**src/rtl/m4_frame_sequencer.sv**
```systemverilog
// Purpose : paces frame-buffer word reads into word slots of WORD_DIV clocks, FRAME_WORDS words per frame, GROUPS frames per group.
// Latency : first bufGetWord comes WORD_DIV clocks after the IDLE exit edge; after that, one word per slot.
// Backpress: a word slot that lands while sinkReady is low waits for sinkReady and is never skipped.
//            A slot that fully elapses while waiting sets sticky overrun.
//
// Ports:
//   clk, reset (async, active-low)
//   enable       - run frames; a deassert takes effect at the next frame boundary
//   sinkReady    - downstream serializer can accept a word
//   clrErr       - pulse that clears overrun (a simultaneous set wins)
//   bufGetWord   - one-cycle strobe; the filler latches the word at bufRdPointer
//   bufRdPointer - word index within the frame
//   cntGrp       - frame index within the group
//   frameStart   - bufGetWord for word 0
//   busy         - sequencer is out of IDLE
//   overrun      - sticky flag for a missed slot
//   frameCnt     - 16-bit count of completed frames (only with SEQ_FRAME_CNT_EN)
// Configuration macro: SEQ_FRAME_CNT_EN adds the frameCnt output and its counter.
module m4_frame_sequencer #(
  parameter int WORD_DIV    = 50,
  parameter int FRAME_WORDS = 512,
  parameter int GROUPS      = 32
) (
  input  logic        clk,
  input  logic        reset,
  input  logic        enable,
  input  logic        sinkReady,
  input  logic        clrErr,
  output logic        bufGetWord,
  output logic [8:0]  bufRdPointer,
  output logic [4:0]  cntGrp,
  output logic        frameStart,
  output logic        busy,
  output logic        overrun
`ifdef SEQ_FRAME_CNT_EN
  ,
  output logic [15:0] frameCnt
`endif
);

  localparam logic [15:0] DIV_LOAD = 16'(WORD_DIV - 1);
  localparam logic [8:0]  PTR_LAST = 9'(FRAME_WORDS - 1);
  localparam logic [4:0]  GRP_LAST = 5'(GROUPS - 1);

  typedef enum logic [1:0] {
    IDLE      = 2'd0,
    WAIT_SLOT = 2'd1,
    WAIT_SINK = 2'd2,
    ISSUE     = 2'd3
  } state_t;

  state_t      state;
  logic [15:0] div;
  logic        tick;
  logic        last_word;

  // The divider holds at 0 in IDLE, so gate tick with the state.
  assign tick      = (state != IDLE) && (div == 16'd0);
  assign last_word = (bufRdPointer == PTR_LAST);

  always_ff @(posedge clk or negedge reset) begin
    if (!reset) begin
      state        <= IDLE;
      div          <= 16'd0;
      bufRdPointer <= 9'd0;
      cntGrp       <= 5'd0;
      bufGetWord   <= 1'b0;
      frameStart   <= 1'b0;
      busy         <= 1'b0;
      overrun      <= 1'b0;
`ifdef SEQ_FRAME_CNT_EN
      frameCnt     <= 16'd0;
`endif
    end else begin
      bufGetWord <= 1'b0;
      frameStart <= 1'b0;

      // When set and clear land in the same cycle, the set wins.
      if ((state == WAIT_SINK) && tick && !sinkReady)
        overrun <= 1'b1;
      else if (clrErr)
        overrun <= 1'b0;

      // Free-running slot divider outside IDLE. The state cases below may override it.
      if (state != IDLE) begin
        if (tick)
          div <= DIV_LOAD;
        else
          div <= div - 16'd1;
      end

      case (state)
        IDLE: begin
          if (enable) begin
            state        <= WAIT_SLOT;
            busy         <= 1'b1;
            div          <= DIV_LOAD;
            bufRdPointer <= 9'd0;
            cntGrp       <= 5'd0;
          end
        end

        WAIT_SLOT: begin
          if (tick) begin
            if (sinkReady) begin
              state      <= ISSUE;
              bufGetWord <= 1'b1;
              frameStart <= (bufRdPointer == 9'd0);
            end else begin
              state <= WAIT_SINK;
            end
          end
        end

        WAIT_SINK: begin
          if (sinkReady) begin
            state      <= ISSUE;
            bufGetWord <= 1'b1;
            frameStart <= (bufRdPointer == 9'd0);
            // Restart the slot grid from this late issue so that later slots shift.
            // This also keeps every word at least one full slot apart.
            div        <= DIV_LOAD;
          end
        end

        ISSUE: begin
          // The pointer and group advance only on the edge that ends ISSUE.
          // This keeps them stable for the filler during the strobe.
          if (last_word) begin
            bufRdPointer <= 9'd0;
`ifdef SEQ_FRAME_CNT_EN
            frameCnt     <= frameCnt + 16'd1;
`endif
            if (!enable) begin
              state  <= IDLE;
              busy   <= 1'b0;
              cntGrp <= 5'd0;
              div    <= 16'd0;
            end else begin
              state  <= WAIT_SLOT;
              cntGrp <= (cntGrp == GRP_LAST) ? 5'd0 : cntGrp + 5'd1;
            end
          end else begin
            bufRdPointer <= bufRdPointer + 9'd1;
            state        <= WAIT_SLOT;
          end
        end

        default: state <= IDLE;
      endcase
    end
  end

endmodule
```
**config.mk**
```make
export PLATFORM = sky130hd
export DESIGN_NAME = m4_frame_sequencer
export DESIGN_NICKNAME = d
export VERILOG_FILES = /design/src/rtl/m4_frame_sequencer.sv
export SDC_FILE = /design/constraint.sdc
export NUM_CORES = 1
export LEC_CHECK = 0
export CAP_MARGIN = 25
export CORE_UTILIZATION = 31
export CTS_CLUSTER_SIZE = 20
export DETAILED_ROUTE_END_ITERATION = 8
export PLACE_DENSITY = 0.52
export SYNTH_ARGS = -nofsm -noshare
export SYNTH_HDL_FRONTEND = slang
export SYNTH_SLANG_ARGS = --single-unit
```
**constraint.sdc**
```tcl
create_clock -name clk -period 2.43 [get_ports clk]
set_input_delay 0.243 -clock clk [delete_from_list [all_inputs] [get_ports clk]]
set_output_delay 0.243 -clock clk [all_outputs]
set_load 0.1 [all_outputs]
```
Word level (Yosys, flattened, before mapping). Cells that the tools add are included.

Output and inout bits: 18. Logic and storage cells: 69. Bits in registers: 36. Input bits: 5.

Mux-type cells: 34. Reduce and logical (&&, ||, !) cells: 14. Equal/unequal tests: 10. Add/subtract/negate cells: 3.

Operators with widths (number): two-way mux 16 bit (6); one-hot mux 16 bit (3 select lines) (1); two-way mux 5 bit (4); two-way mux 9 bit (2); one-hot mux 9 bit (2 select lines) (1); zero test 16 bit (1); subtractor 16 x 1 -> 16 bit, second input constant (1); two-way mux 1 bit (11); inequality test 2 bit, second input constant (5); one-hot mux 5 bit (2 select lines) (1); adder 9 x 1 -> 9 bit, second input constant (1); == test 9 bit, second input constant (1); zero test 9 bit (1); two-way mux 2 bit (4); one-hot mux 2 bit (4 select lines) (1); one-hot mux 1 bit (2 select lines) (3); AND reduction 3 bit (2); nonzero test 2 bit (3); adder 5 x 1 -> 5 bit, second input constant (1); == test 5 bit, second input constant (1); == test 2 bit, second input constant (2); AND reduction 4 bit (1); logical AND 1 bit (3); == test 2 x 1 -> 1 bit, second input constant (1); other kinds (3) (3).

Longest topological paths before layout.
Depth in word-level cells: 7. Depth in mapped cells: 9. Depth with buffers taken out: 8.

Least setup slack after synthesis. Ideal clock, no wire load.

Path type: register to register. From: register bufRdPointer[0]. To: register div[13]. Arrival: 2.454 ns. Stages on the path, launching flop included: 10. Clock period less this slack: 2.593 ns. Path buffers: 1. Data required time: 2.291 ns. Library setup time: 0.139 ns. Path slack: -0.163 ns. Cells stage by stage: dfrtp_1 > ha_1 > nand3_1 > nor2_1 > ha_1 > nand2b_1 > a211oi_1 > a21o_2 > buf_4 > a22oi_2.

Longest elaborated chain between the ends: 3.

RTL lines: from (decl) (RTL line 30) `output logic [8:0] bufRdPointer,`; from (signal assigned) (RTL line 144) `bufRdPointer <= bufRdPointer + 9'd1;`; == test 9 bit (RTL line 59) `assign last_word = (bufRdPointer == PTR_LAST);`; two-way mux 16 bit (RTL line 129) `if (last_word) begin`; one-hot mux 16 bit (3 select lines) (RTL line 92) `case (state)`; to (signal assigned) (RTL line 89) `div <= div - 16'd1;`; to (decl) (RTL line 53) `logic [15:0] div;`.

No other way between the ends. A chain may end at the register's enable or synchronous reset.

Worst setup path after layout.
From: register state[0]. To: register cntGrp[2].

Longest elaborated chain between the ends: 3. Elaborated cells on any way between the ends: 7. Classes of those cells: 3 x eq/ne; 1 x mux; 3 x reduce/logical.

RTL lines: from (decl) (RTL line 52) `state_t state;`; from (signal assigned) (RTL line 63) `state <= IDLE;`; from (signal assigned) (RTL line 95) `state <= WAIT_SLOT;`; from (signal assigned) (RTL line 106) `state <= ISSUE;`; == test 2 bit or zero test 2 bit (tied branches) (RTL line 92); inequality test 2 bit (no line) or nonzero test 2 bit (tied branches); AND reduction 3 bit (no line); to (signal assigned) (RTL line 141) `cntGrp <= (cntGrp == GRP_LAST) ? 5'd0 : cntGrp + 5'd1;`; to (decl) (RTL line 31) `output logic [4:0] cntGrp,`.

Parallel ways exist; a longest one is shown, timed or not.

==> qor.yml <==
run_status:
  outcome: "finished with violations"
  violations: "DRC"
pwr:
  vdd_drop_max_v: 0.000519
  power_density_nw_per_um2: 1380
  power_w: 0.00341
  p_leak_nw: 1.10
timing:
  setup_viol: 0
  slew_violations: 0
  rsz0062_at_grt: "no"
  min_period_ns: 2.08
  tightest_slew_ns: 0.826
  fmax_mhz: 481
  finalCritPeriodShare_pct: 85.6
  maxSlewHeadroom_pct: 45.0
  worst_clock_skew_ns: 0.00913
  tns_ns: 0
  hold_violations: 0
job:
  cap_violations: 0
worst_setup_path:
  crit_chain: "inv_1 -> ha_1 -> nor2b_1 -> buf_4 -> or3_1 -> o21ai_0 -> o21ai_1"
  critPathLaunchType: "flip-flop"
  slowest_stage: "or3_1"
  path_max_fanout: 10
  cp.required_ns: 2.61
  cp.arrival_ns: 2.26
  cp-end-kind: "flip-flop"
  criticalPathCategory: "reg2reg"
  reg2reg_setup_slack_ns: 0.35
  slowest_delay_ns: 0.49
clocking:
  clkLatencyLatePin_ns: 0.29
  numCtsBuffers: 5
  clkTransAtPathRegs_ns: 0.08
  htree_levels: 2
  postCtsSetupBuffers: 0
  postCtsHoldBufs: 0
  cts_resized: 0
  ctsRootBufferMaster: "clkbuf_8"
  numClockSinks: 36
  tritoncts: "yes"
  clk_path_buf_depth: 2
yosys:
  synth.avg_cell_area_um2: 9.73
  synth_area_um2: 2130
  synth.net_count: 234
  yosysTopAreaCellShare_pct: 42.3
  ys.flop_type: "dfrtp_1"
  synth_area_leaders: "dfrtp_1 (42%), ha_1 (5.9%), a21oi_1 (3.8%)"
  syn-instance-count: 219
  synth_seq_cells: 36
  async_reset_ff_share_pct: 100
  yosysUniqueCellTypes: 52
  ys_seq_area_share_pct: 42.3
  yosysWarnings: 0
  synth_edf_count: 0
  yosys.area.top_type: "dfrtp_1"
floorplan:
  die_w_um: 84.9
  initial_core_util_pct: 32.8
  core-area_um2: 6490
  dieArea_um2: 7210
  fp-row-count: 29
  die_h_um: 84.9
  ios: 23
global_routing:
  antenna_found_initial: 0
  overflow: 0
  grt_max_degree: 37
  grt_pass1_wl_um: 7900
  grt_pass1_vias: 1611
  grt_util_all_layers_pct: 13.9
finish:
  post-route-cell-area_um2: 2480
  final_nets: 260
  fin_util_pct: 38.2
  drive_gt1_share_pct: 20.3
  fin_cells: 323
  antennaDiodeCount: 0
  area_delta_synth_final_pct: 16.3
placed_design:
  io_buffers: 22
  hpwl_um: 3280
  dp_cells: 315
  placed_area_um2: 2390
  place_congestion: 0.733
routing:
  viasPerCell: 5.13
  post_drt_wl_per_cell_um: 14.1
  drt-initial-drc-count: 81
  vias: 1656
  drc: 4
  drtPass1Iterations: 8
  routed_wl_um: 4550
  postRouteAntennaNets: 0
worst_hold_path:
  min_path_type: "in2async"
## kinds of logic (layout without fill, tap and decap cells)
group | after synthesis | count (layout) | synth area share [%]
mux | 4 | 4 | 2.11
simple gates | 78 | 78 | 22.4
fa+ha+maj | 10 | 10 | 5.87
flops | 36 | 36 | 42.3
buf+inv | 22 | 49 | 5.40
compound gates | 56 | 56 | 16.6
xor+xnor | 13 | 13 | 5.34
## power by group
part	internal, W	leakage (nW)	total (W)	switching (W)
logic	0.000714	0.568	0.00200	0.00128
clock network	0.000226	0.0510	0.000444	0.000217
registers	0.000778	0.478	0.000976	0.000198
## sequential cells by signal, indices dropped and copies added (netlist names)
| name | cells |
|---|---|
| bufGetWord | 1 |
| busy | 1 |
| overrun | 1 |
| div | 16 |
| state | 2 |
| frameStart | 1 |
| bufRdPointer | 9 |
| cntGrp | 5 |
## Yosys cell counts (all sizes together), types with 2 or more instances
cell type and n:
xor2 5, or3 5, a211o 2, clkbuf 4, nor3 7, nor4 5
mux2i 3, xnor2 8, nand2 12, or4 2, nand4b 2, ha 10
nor4b 2, dfrtp 36, inv 11, buf 7, a31oi 2, a32oi 2
nor2 16, nand4 3, a22oi 8, a21oi 17, o21ai 17, a21o 2
nand3 9, nor2b 5, nand2b 3, or2 2
## worst max-delay path, delay by kind of cell (launching register included)
kind | cells | cell delay (ns)
compound gates | 2 | 0.27
fa+ha+maj | 1 | 0.35
flops | 1 | 0.38
simple gates | 2 | 0.70
buf+inv | 2 | 0.25
## area by class of cell
cell class	instances	area, µm²
clock buffer	6	82.6
sequential	36	903
timing repair buffer	30	230
inverter	11	41.3
tap	77	96.3
multi-input combinational	161	1110
clock inverter	2	10.0
fill	668	4020
## stage by stage
stage,worst slack [ns],hold WS [ns]
after floorplan,0.00573,-0.0526
after global placement,0.301,0.397
after detailed placement,0.317,0.396
after CTS,0.315,0.0779
after global routing,0.109,0.107
final,0.350,0.0462
## metal layers
metal,track usage (%),wire length (µm)
met4,2.77,16
met2,23.1,2080
met5,0,0
met1,18.1,2260
met3,4.28,194
## path summary, 6_finish.rpt
path | start | end | cells past startpoint
max | state[0] | cntGrp[2] | 7
min | reset | bufRdPointer[5] | 1
max in group asynchronous | reset | bufRdPointer[0] | 1
min in group clk | overrun | overrun | 2
min reg2reg | overrun | overrun | 2
max reg2reg | state[0] | cntGrp[2] | 7
## cells in the final DEF (no fill, tap or decap), drive strengths merged, types with 3 or more instances in the layout
cell type      synthesis  routed
clkbuf                 4       6
nand3                  9       9
nor3                   7       7
a21oi                 17      17
xnor2                  8       8
a22oi                  8       8
nand4                  3       3
ha                    10      10
or3                    5       5
dfrtp                 36      36
inv                   11      11
nor2b                  5       5
xor2                   5       5
o21ai                 17      17
mux2i                  3       3
buf                    7      27
nand2b                 3       3
nand2                 12      12
nor4                   5       5
nor2                  16      16
clkdlybuf4s50          0       3
Power figures use the tool's default switching activity.
==> patch 1 (same flow settings) <==
Put one more register stage on the output `cntGrp`, with the module's reset. The value now appears one clock later. The other outputs are not delayed to match.
--- a/src/rtl/m4_frame_sequencer.sv
+++ b/src/rtl/m4_frame_sequencer.sv
@@ -49,6 +49,8 @@
     ISSUE     = 2'd3
   } state_t;
 
+  logic [4:0] cntGrp_s0;
+
   state_t      state;
   logic [15:0] div;
   logic        tick;
@@ -63,7 +65,7 @@
       state        <= IDLE;
       div          <= 16'd0;
       bufRdPointer <= 9'd0;
-      cntGrp       <= 5'd0;
+      cntGrp_s0    <= 5'd0;
       bufGetWord   <= 1'b0;
       frameStart   <= 1'b0;
       busy         <= 1'b0;
@@ -96,7 +98,7 @@
             busy         <= 1'b1;
             div          <= DIV_LOAD;
             bufRdPointer <= 9'd0;
-            cntGrp       <= 5'd0;
+            cntGrp_s0    <= 5'd0;
           end
         end
 
@@ -134,11 +136,11 @@
             if (!enable) begin
               state  <= IDLE;
               busy   <= 1'b0;
-              cntGrp <= 5'd0;
+              cntGrp_s0 <= 5'd0;
               div    <= 16'd0;
             end else begin
               state  <= WAIT_SLOT;
-              cntGrp <= (cntGrp == GRP_LAST) ? 5'd0 : cntGrp + 5'd1;
+              cntGrp_s0 <= (cntGrp_s0 == GRP_LAST) ? 5'd0 : cntGrp_s0 + 5'd1;
             end
           end else begin
             bufRdPointer <= bufRdPointer + 9'd1;
@@ -151,4 +153,12 @@
     end
   end
 
+  always_ff @(posedge clk or negedge reset) begin
+    if (!reset) begin
+      cntGrp <= '0;
+    end else begin
+      cntGrp <= cntGrp_s0;
+    end
+  end
+
 endmodule
Check against the original RTL: same outputs for any inputs over 10 cycles, from zero or initial values and one cycle with reset low; that may be too few to reach the edited logic, so the function may still have changed.
==> patch 1 against the original RTL <==
Final cell count is 7.7% higher; routed wire length is 0.77% higher; setup slack worse by 130 ps; final area is 6.9% higher; sequential cell count is 5 higher; utilization is 0.63 points higher; synthesized cell count is 0.46% higher; sequential share of layout area is 2.4 points higher; largest cell class unchanged; critical path type unchanged; hold slack better by 380 ps; area after synthesis is 3.2% higher.
Power is not compared: it rests on default switching activity, and its combinational part moved more than twofold at a synthesized area within 25%.
==> patch 1: results (changes against the original RTL) <==
| Metric | Value |
|---|---|
| Routed wire length | `4584 um (was 4549 um)` |
| Regs by FF count | `div x16, bufRdPointer x9 (was div x16, bufRdPointer x9, cntGrp x5)` |
| Syn nets | `235 (was 234)` |
| CP arrival | `2380 ps (was 2260 ps)` |
| Inserted Clock Buffers | `5 (unchanged)` |
| First-pass GRT wire length | `8162 um (was 7900 um)` |
| Crit path kind | `register to register (unchanged)` |
| Worst setup path endpoint | `div[13] (was cntGrp[2])` |
| GPL Wtd Cong | `0.7752 (was 0.7325)` |
| Status | `finished, final reports clean (was finished, violations left)` |
| Total gr overflow | `0 (unchanged)` |
| Total GRT Usage | `0.1409 (was 0.1392)` |
| Bufs on Longest Clock Path | `2 (unchanged)` |
| Share of layout cells above drive strength 1 | `0.1865 (was 0.2033)` |
| Starting DRT DRC Count | `59 (was 81)` |
| Worst-skew pair later-pin latency | `290 ps (about the same)` |
| Worst Skew | `9.024 ps (was 9.133 ps)` |
| Port Buffer Count | `22 (unchanged)` |
| Top cells by area, synth | `dfrtp_1, ha_1, xor2_1 (was dfrtp_1, ha_1, a21oi_1)` |
| Ys async rst share | `1.000 (unchanged)` |
| Root buffer cell | `clkbuf_8 (unchanged)` |
| Ant diodes | `0 (unchanged)` |
| Ys flop type | `dfrtp_1 (unchanged)` |
| Pre-CTS setup slack | `256.5 ps (was 317.5 ps)` |
| Pleak | `roughly 1.1 nW` |
| DP Area | `0.002496 mm^2 (was 0.002386 mm^2)` |
| Reg clk slew, reported paths | `80 ps (about the same)` |
| Slew HR | `0.5607 (was 0.4497)` |
| Placed wire-length estimate | `3239 um (was 3279 um)` |
| Setup ws final | `218.0 ps (was 350.1 ps)` |
| FF-to-FF Start | `bufRdPointer[0] (was state[0])` |
| Pin count of the biggest net entering global routing | `42 (was 37)` |
| Layout Nets | `266 (was 260)` |
| Sequential fraction of the synthesis area | `0.4667 (was 0.4228)` |
| Hold Path Class | `register to register (was primary input to async pin)` |
| Vias per inst | `4.828 (was 5.127)` |
| Vias in the first global route | `1692 (was 1611)` |
| Number of H-tree levels | `2 (unchanged)` |
| Final ANT Viol Nets | `0 (unchanged)` |
| Antenna violations before repair | `0 (unchanged)` |
| Synth top cells by count | `dfrtp_1, nor2_1, nand2_1 (was dfrtp_1, a21oi_1, nor2_1)` |
| Synth Warn # | `0 (unchanged)` |
| Count of cell types in the netlist | `46 (was 52)` |
| Switching power | `0.2597 mW` |
| Worst-case reg-to-reg path depth | `8 (was 7)` |
| Drt pass-1 iters | `4 (was 8)` |
| Peak supply drop | `about 0.24 mV` |
| CP Max Fanout | `12 (was 10)` |
patch 1: changes by cell type in the layout (fill, tap and decap cells not counted), sizes merged, moves of 3 or more:
cell / delta
o21ai: -3
nand2: +6
dfrtp: +5
a22oi: -6
nand4: +4
xnor2: -4
nor2: +11
a21oi: -8
xor2: +7
patch 1: power by group through the flow:
stage	logic, mW	registers [mW]	clock network (mW)
after floorplan	0.00400	0.695	0
after global placement	0.0270	0.695	0
after detailed placement	0.0272	0.695	0
after CTS	0.0272	0.682	0.598
after global routing	0.0374	0.682	0.622
final	0.0327	0.682	0.575
patch 1: critical path, cell delays in order, from the launching register on:
cell and delay, ps:
dfrtp_2 430, ha_1 240, nand3_1 90, nor2_1 110
ha_1 230, nor2b_1 280, o211a_1 260, a2bb2oi_4 340
nor2_1 100
patch 1: final cells by class:
cell class	instances	area, um^2
Tap cell	96	120.1
Multi-Input combinational cell	162	1090
Clock buffer	7	86.33
Timing Repair Buffer	30	252.7
Clock inverter	1	30.03
Sequential cell	41	1030
Fill cell	717	4182
Inverter	11	41.29
patch 1: layer usage:
metal	wire (um)	vias up	track usage
met2	2013	23	0.2114
li1	-	845	-
met3	131	8	0.03714
met4	99	0	0.05000
met5	0	-	0
met1	2340	804	0.1961
patch 1: worst min-delay path by stage:
stage	to	slack, ps	cells past startpoint	from
after detailed placement	cntGrp[4]	410	0	cntGrp_s0[4]
after floorplan	bufGetWord	-50	0	reset
final	cntGrp[4]	420	0	cntGrp_s0[4]
after CTS	div[8]	120	1	reset
after global routing	cntGrp[4]	450	0	cntGrp_s0[4]
after global placement	cntGrp[4]	400	0	cntGrp_s0[4]
patch 1: logic make-up after synthesis:
kind of cell             synth area share
adder cells (fa/ha/maj)           0.05692
flip-flops                         0.4667
multiplexers                      0.02106
AND/OR/NAND/NOR                    0.2362
XOR/XNOR                          0.06374
buffers and inverters             0.03756
AO/OA/AOI/OAI                      0.1178
patch 1: timing repair:
action                    CTS  global route
hold buffers                0             1
setup buffers               0             0
gates resized for setup     0             0
hold endpoints to repair    0            17
patch 1: through the flow:
step           hold slack [ps]  instances
2_1_floorplan           -52.59        220
3_3_place_gp             402.1        338
3_5_place_dp             407.1        338
4_1_cts                  120.3        346
5_1_grt                  446.4        348
6_report                 424.8        348
==> patch 2 (same flow settings) <==
Made on the original files. The option `SEQ_FRAME_CNT_EN` is turned on by a define.
--- a/src/rtl/m4_frame_sequencer.sv
+++ b/src/rtl/m4_frame_sequencer.sv
@@ -16,6 +16,8 @@
 //   overrun      - sticky flag for a missed slot
 //   frameCnt     - 16-bit count of completed frames (only with SEQ_FRAME_CNT_EN)
 // Configuration macro: SEQ_FRAME_CNT_EN adds the frameCnt output and its counter.
+`define SEQ_FRAME_CNT_EN
+
 module m4_frame_sequencer #(
   parameter int WORD_DIV    = 50,
   parameter int FRAME_WORDS = 512,
Check against the original RTL (old outputs only; new: frameCnt): equivalent (Yosys induction, for registers that start in step).
==> patch 2 against the original RTL <==
Setup slack lost 99 ps; routed wire length grew 29%; sequential cell count is 16 higher; area after synthesis increased by 30%; highest routed layer unchanged; synthesized cell count increased by 24%; the flow now finishes without violations; final area increased by 35%.
Power is left out: it rests on default switching activity, and per cell area and clock period it moved more than threefold.
==> patch 2: results (changes against the original RTL) <==
| Metric | Value |
|---|---|
| Synth top cells by count | `dfrtp_1, nor2_1, nand2_1 (was dfrtp_1, a21oi_1, nor2_1)` |
| CP startpoint | `bufRdPointer[0] (was state[0])` |
| Top cells by area, synth | `dfrtp_1, xor2_1, ha_1 (was dfrtp_1, ha_1, a21oi_1)` |
| Pin count of the biggest net entering global routing | `27 (was 37)` |
| Layout Nets | `339 (was 260)` |
| Worst-case reg-to-reg path depth | `8 (was 7)` |
| Count of cell types in the netlist | `54 (was 52)` |
| Starting DRT DRC Count | `62 (was 81)` |
| Share of layout cells above drive strength 1 | `0.2346 (was 0.2033)` |
| Vias per inst | `4.838 (was 5.127)` |
| Worst-skew pair later-pin latency | `roughly 300 ps` |
| Met3 Usage GRT | `0.02895 (was 0.04280)` |
| Fmax | `0.4590 GHz (was 0.4808 GHz)` |
| Slew @ Worst Pin | `584.0 ps (was 825.5 ps)` |
| FF-to-FF setup slack | `250 ps (was 350 ps)` |
| Reg clk slew, reported paths | `100 ps (was 80 ps)` |
| Slowest stage cell, crit path | `or4_4 (was or3_1)` |
| Placed cell count | `423 (was 315)` |
| CP arrival | `2370 ps (was 2260 ps)` |
| Sequential fraction of the synthesis area | `0.4710 (was 0.4228)` |
| Metal-1 WL | `2976 um (was 2257 um)` |
| Drt pass-1 iters | `4 (was 8)` |
| Antenna violations before repair | `0 (unchanged)` |
| Routed wire length | `5867 um (was 4549 um)` |
| Met3 WL | `204 um (was 194 um)` |
| TNS Setup | `0 ps (unchanged)` |
| R2R Path End | `frameCnt[13] (was cntGrp[2])` |
| Regs by FF count | `div x16, frameCnt x16, bufRdPointer x9 (was div x16, bufRdPointer x9, cntGrp x5)` |
| Pre-CTS setup slack | `232.7 ps (was 317.5 ps)` |
| DP Area | `0.003257 mm^2 (was 0.002386 mm^2)` |
| Synth Area per Inst | `10.19 um^2 (was 9.730 um^2)` |
| GR Util met2 | `0.2210 (was 0.2306)` |
| First-pass GRT wire length | `9998 um (was 7900 um)` |
| CP Max Fanout | `7 (was 10)` |
| GPL Wtd Cong | `0.8065 (was 0.7325)` |
| Placed wire-length estimate | `4358 um (was 3279 um)` |
| CP peak stage delay | `590 ps (was 490 ps)` |
| Root buffer cell | `clkbuf_8 (unchanged)` |
| Vias in the first global route | `2077 (was 1611)` |
| Met1 GRT Util | `0.1928 (was 0.1806)` |
| Routed len/inst | `13.58 um (was 14.08 um)` |
| Status | `finished, final reports clean (was finished, violations left)` |
| Worst Skew | `10.67 ps (was 9.133 ps)` |
| Synth Warn # | `0 (unchanged)` |
| Port Buffer Count | `38 (was 22)` |
| Met2 WL | `2635 um (was 2081 um)` |
| Hold Slack | `467.9 ps (was 46.17 ps)` |
| Hold Path Class | `primary input to async pin (unchanged)` |
| Syn nets | `287 (was 234)` |
| Total GRT Usage | `0.1400 (was 0.1392)` |
## patch 2: kinds of logic after synthesis
family,count (synthesis),share of synthesized area
mux,4,0.01540
flops,52,0.4710
buf+inv,18,0.02853
xor+xnor,31,0.1010
simple gates,122,0.2541
fa+ha+maj,11,0.04982
compound gates,33,0.08017
## patch 2: worst register-to-register path, delay by kind of cell, from the launching register on
kind / cells / cell delay [ps]
XOR/XNOR: 1 / 120
adder cells (fa/ha/maj): 2 / 450
flip-flops: 1 / 450
AND/OR/NAND/NOR: 5 / 1050
## patch 2: what timing repair did
action	4_1_cts	5_1_grt
hold buffers	1	0
gates resized for setup	0	1
endpoints found under the setup margin	0	3
hold endpoints to repair	24	0
## patch 2: area by class of cell
class	count	area, um^2
clock buffer	7	76.32
fill	891	5328
inverter	13	48.80
timing repair buffer	50	382.9
sequential	52	1318
multi-input combinational	201	1385
clock inverter	1	5.005
tap	108	135.1
